[src/rtl/pulse_sched_pkg.sv]
// Shared types and default sizing for the pulse serializer controller.
package pulse_sched_pkg;

    localparam int PAT_W_DEF = 8;
    localparam int REP_W_DEF = 2;

    typedef enum logic [1:0] {
        IDLE  = 2'd0,
        SHIFT = 2'd1,
        DONE  = 2'd2
    } state_t;

endpackage

[src/rtl/pulse_shifter.sv]
// PAT_W-bit load/shift register; shifts left with zero fill, MSB is the serial bit.
module pulse_shifter #(
    parameter int PAT_W = 8
) (
    input  logic             CLK,
    input  logic             RST,
    input  logic             LOAD,
    input  logic             SHIFT,
    input  logic [PAT_W-1:0] DIN,
    output logic             MSB
);

    logic [PAT_W-1:0] r_sr;
    logic [PAT_W-1:0] w_shifted;

    assign w_shifted[0] = 1'b0;

    generate
        for (genvar gi = 1; gi < PAT_W; gi++) begin : g_shift
            assign w_shifted[gi] = r_sr[gi-1];
        end
    endgenerate

    // Load wins over shift so a pattern reload is seamless on the last bit.
    always_ff @(posedge CLK) begin
        if (RST) begin
            r_sr <= '0;
        end else if (LOAD) begin
            r_sr <= DIN;
        end else if (SHIFT) begin
            r_sr <= w_shifted;
        end
    end

    assign MSB = r_sr[PAT_W-1];

endmodule

[src/rtl/pulse_train_arbiter.sv]
// Round-robin arbiter for two pattern producers feeding one MSB-first pulse serializer.
module pulse_train_arbiter
    import pulse_sched_pkg::*;
#(
    parameter int PAT_W = PAT_W_DEF,
    parameter int REP_W = REP_W_DEF
) (
    input  logic             CLK,
    input  logic             RST,
    input  logic             REQ0,
    input  logic             REQ1,
    input  logic [PAT_W-1:0] PAT0,
    input  logic [PAT_W-1:0] PAT1,
    input  logic [REP_W-1:0] REP0,
    input  logic [REP_W-1:0] REP1,
    output logic             ACK0,
    output logic             ACK1,
    output logic             DONE0,
    output logic             DONE1,
    output logic             BUSY,
    output logic             OWNER,
    output logic             Q
);

    localparam int CNT_W = (PAT_W > 1) ? $clog2(PAT_W) : 1;
    localparam logic [CNT_W-1:0] LAST_BIT = CNT_W'(PAT_W - 1);

    state_t             r_state;
    state_t             w_state_next;
    logic [CNT_W-1:0]   r_bit_cnt;
    logic [REP_W-1:0]   r_rep_cnt;
    logic [PAT_W-1:0]   r_hold;
    logic               r_owner;
    logic               r_last;
    logic               r_ack0;
    logic               r_ack1;

    logic               w_any_req;
    logic               w_win_idx;
    logic [PAT_W-1:0]   w_win_pat;
    logic [REP_W-1:0]   w_win_rep;
    logic               w_load;
    logic               w_shift;
    logic [PAT_W-1:0]   w_din;
    logic               w_msb;

    // On a tie the requester that was not served last wins.
    assign w_any_req = REQ0 | REQ1;
    assign w_win_idx = (REQ0 & REQ1) ? ~r_last : REQ1;
    assign w_win_pat = w_win_idx ? PAT1 : PAT0;
    assign w_win_rep = w_win_idx ? REP1 : REP0;

    always_comb begin
        w_state_next = r_state;
        w_load       = 1'b0;
        w_shift      = 1'b0;
        w_din        = w_win_pat;
        case (r_state)
            IDLE: begin
                if (w_any_req) begin
                    w_load       = 1'b1;
                    w_state_next = SHIFT;
                end
            end
            SHIFT: begin
                if (r_bit_cnt != LAST_BIT) begin
                    w_shift = 1'b1;
                end else if (r_rep_cnt != '0) begin
                    w_load = 1'b1;
                    w_din  = r_hold;
                end else begin
                    w_state_next = DONE;
                end
            end
            DONE: begin
                w_state_next = IDLE;
            end
            default: begin
                w_state_next = IDLE;
            end
        endcase
    end

    always_ff @(posedge CLK) begin
        if (RST) begin
            r_state   <= IDLE;
            r_bit_cnt <= '0;
            r_rep_cnt <= '0;
            r_hold    <= '0;
            r_owner   <= 1'b0;
            r_last    <= 1'b1;
            r_ack0    <= 1'b0;
            r_ack1    <= 1'b0;
        end else begin
            r_state <= w_state_next;
            r_ack0  <= 1'b0;
            r_ack1  <= 1'b0;
            if (r_state == IDLE && w_any_req) begin
                r_hold    <= w_win_pat;
                r_rep_cnt <= w_win_rep;
                r_bit_cnt <= '0;
                r_owner   <= w_win_idx;
                r_last    <= w_win_idx;
                r_ack0    <= ~w_win_idx;
                r_ack1    <= w_win_idx;
            end else if (r_state == SHIFT) begin
                if (r_bit_cnt != LAST_BIT) begin
                    r_bit_cnt <= r_bit_cnt + 1'b1;
                end else if (r_rep_cnt != '0) begin
                    r_rep_cnt <= r_rep_cnt - 1'b1;
                    r_bit_cnt <= '0;
                end
            end
        end
    end

    pulse_shifter #(
        .PAT_W (PAT_W)
    ) u_shifter (
        .CLK   (CLK),
        .RST   (RST),
        .LOAD  (w_load),
        .SHIFT (w_shift),
        .DIN   (w_din),
        .MSB   (w_msb)
    );

    assign Q     = (r_state == SHIFT) & w_msb;
    assign BUSY  = (r_state != IDLE);
    assign OWNER = r_owner;
    assign ACK0  = r_ack0;
    assign ACK1  = r_ack1;
    assign DONE0 = (r_state == DONE) & ~r_owner;
    assign DONE1 = (r_state == DONE) &  r_owner;

endmodule

[config.mk]
export PLATFORM = sky130hd
export DESIGN_NAME = pulse_train_arbiter
export DESIGN_NICKNAME = d
export VERILOG_FILES = /design/src/rtl/pulse_sched_pkg.sv /design/src/rtl/pulse_shifter.sv /design/src/rtl/pulse_train_arbiter.sv
export SDC_FILE = /design/constraint.sdc
export NUM_CORES = 1
export LEC_CHECK = 0
export CAP_MARGIN = 20
export CORE_UTILIZATION = 48
export CTS_BUF_LIST = sky130_fd_sc_hd__clkbuf_16
export DETAILED_ROUTE_END_ITERATION = 8
export GPL_TIMING_DRIVEN = 0
export PLACE_DENSITY = 0.81
export SYNTH_ARGS = -nofsm -noshare
export SYNTH_HDL_FRONTEND = slang
export SYNTH_SLANG_ARGS = --single-unit
export TNS_END_PERCENT = 5
[constraint.sdc]
create_clock -name CLK -period 2.35 [get_ports CLK]
set_input_delay 0.235 -clock CLK [delete_from_list [all_inputs] [get_ports CLK]]
set_output_delay 0.235 -clock CLK [all_outputs]
set_load 0.005 [all_outputs]
==> reports/summary.txt <==
Seq cells post-synth -> 27
GRT Overall Usage -> 22.6%
Run status -> finished, final reports clean
Height of the die -> 52.9 um
Max Cap Viol -> 0
Initial Utilization -> 50.6%
RePlAce Congestion -> 0.796
Reg2reg setup slack -> 0.52 ns
First-pass GRT wire length -> 4560 um
Worst-path fanout max -> 10
Design Area, Final -> 0.00166 sq mm
CTS tree -> built
FF-to-FF End -> u_shifter.r_sr[6]
Post-synthesis async set-or-reset flop share -> 0%
Area Growth Syn to Fin -> 33.6%
Worst R2R Start -> r_bit_cnt[0]
Synthesis Warnings -> 0
Layout cells sized above 1 -> 10.4%
CTS sink cnt -> 27
Drt total wl -> 2830 um
CTS root buffer -> clkbuf_16
Area contributors post-synth -> dfxtp_1, mux2i_1, a21oi_1
Reg2reg path depth -> 7
Bufs on Longest Clock Path -> 2
Remaining global-route overflow -> 0
Starting DRC count in detailed routing -> 20
CTS buffer count -> 3
Syn Area/Cell -> 9.63 sq um
CP Class -> reg -> reg
Full die area -> 0.00280 sq mm
PostCTS Resize Cnt -> 0
Post-synth cell types -> 35
Fmax -> 546 MHz
WHS -> 0.471 ns
Worst-Margin Slew -> 0.637 ns
Worst skew pair latency -> 0.26 ns
Worst slew margin -> 57.0%
Post-Syn Nets -> 156
Setup_tns -> 0 ns
Most frequent cells in the layout -> clkdlybuf4s50_1, dfxtp_1, a21oi_1
Drt drc -> 0
Endpoints failing setup -> 0
Post-synth top flop -> dfxtp_1
Clock Skews -> 0.00259 ns
Power per Cell Area -> 672 mW/mm^2
Hold Path Depth -> 1
Leak -> 0.000634 uW
Layout net count -> 191
Critical Path Source Type -> flop
Hold buffers post-CTS -> 0
Htree depth -> 1
Hold_sp -> r_hold[6]
Most frequent CP cell -> ha_1
Dominant cell type by area after synthesis -> dfxtp_1
Endpoints failing hold -> 0
Post-synth EDFFs -> 0
Number of global-route vias before repair -> 1082
Clk slew on worst S/H paths -> 0.06 ns
Vias -> 1104
RSZ-0062 raised after global routing -> false
FP Rows -> 18
Io pins -> 31
DP Area -> 0.00158 sq mm
Core area -> 0.00245 sq mm
Hpwl dp -> 2110 um
Max incr delay on CP -> 0.39 ns
Syn Inst Count -> 129
VDD IR max -> 0.438 mV
DR pass1 iterations -> 4
Post-CTS Setup Inserts -> 0
Worst setup path start -> r_bit_cnt[0]
Die Span X -> 52.9 um
Cell Area, Synth -> 0.00124 sq mm
Max-slew violations -> 0
Setup crit end kind -> flop
Fin crit period -> 1.83 ns
Maximum number of pins on one net before global-route repair -> 16
Final Cycle Share -> 78.0%
Post-synth top area share -> 43.5%
Req. time, crit path -> 2.49 ns
CP arrival -> 1.97 ns
Post-DRT Antenna Nets -> 0
Hold EP -> r_hold[6]
Via-to-Cell Ratio -> 5.72
Most common cell after layout, fill and taps aside -> clkdlybuf4s50_1
DR WL/cell -> 14.7 um
Crit path max-delay cell type -> or3b_1
Port bufs -> 30
CP Cell Sequence -> ha_1 > ha_1 > or3b_1 > buf_2 > o22a_1 > o21ai_1 > a21boi_1
N_diodes -> 0
HP Class -> reg -> reg
Initial antenna violation count -> 0
Sequential cell area fraction in the yosys report -> 43.5%
-- cell type report --
class | count | area, sq um
fill | 219 | 795
sequential | 27 | 541
inverter | 2 | 7.51
clock buffer | 3 | 75.1
timing repair buffer | 30 | 300
clock inverter | 1 | 5.00
buffer | 8 | 40.0
tap | 30 | 37.5
multi-input combinational | 92 | 654
-- metal layers --
metal	global-route usage, %	up-vias	wire, um
met5	0	-	0
met2	43.0	37	1500
met4	7.89	0	48
li1	-	543	-
met1	24.6	518	1150
met3	3.74	6	131
-- state kept, by name (all words and copies together), names as in the netlist --
signal / flops
u_shifter.r_sr: 8
r_bit_cnt: 3
r_hold: 8
r_rep_cnt: 2
r_last: 1
ACK0: 1
ACK1: 1
r_state: 2
OWNER: 1
-- synth_stat cells (2+ instances only) --
library cell	n
nand2_1	10
buf_2	2
a311oi_1	2
buf_4	2
nor3_1	10
inv_1	2
nor3b_1	7
and3b_1	2
mux2_2	4
o21a_1	6
clkbuf_1	3
o211ai_1	2
a21oi_1	11
ha_1	3
nor2_1	5
o22ai_1	5
mux2i_1	9
dfxtp_1	27
-- power breakdown --
part	total [uW]	switching (uW)	leakage (uW)	internal (uW)
Combinational	211	96.8	0.000370	114
Clock	383	154	0.0000409	229
Sequential	521	23.1	0.000223	498
-- cells by family (layout without fill, tap and decap cells) --
kind of cell	after synthesis	in the layout	share of synthesized area [%]
mux	13	13	10.9
flops	27	27	43.5
buf+inv	10	44	3.83
fa+ha+maj	3	3	3.02
simple gates	44	44	21.9
compound gates	32	32	16.9
-- worst max path at each step --
stage,cells after the start,endpoint,slack (ns)
5_1_grt,6,u_shifter.r_sr[1],0.40
3_3_place_gp,6,u_shifter.r_sr[0],0.53
3_5_place_dp,6,u_shifter.r_sr[0],0.44
4_1_cts,7,u_shifter.r_sr[6],0.52
6_report,7,u_shifter.r_sr[6],0.52
2_1_floorplan,6,r_bit_cnt[0],0.70
-- worst max-delay path, delay by kind of cell, from the launching register on --
kind,cells,cell delay (ns)
simple gates,1,0.39
buf+inv,1,0.21
flops,1,0.33
compound gates,3,0.37
fa+ha+maj,2,0.42
-- stage by stage --
stage | setup slack, ns | utilization (%) | power [uW] | std cells
finish | 0.518 | 67.6 | 1120 | 193
global route | 0.397 | 67.6 | 1160 | 193
CTS | 0.523 | 67.6 | 1120 | 193
detailed placement | 0.445 | 64.4 | 742 | 189
global placement | 0.526 | 64.4 | 731 | 189
floorplan | 0.701 | - | 655 | 129
No activity file was read; power rests on OpenSTA's default activity.
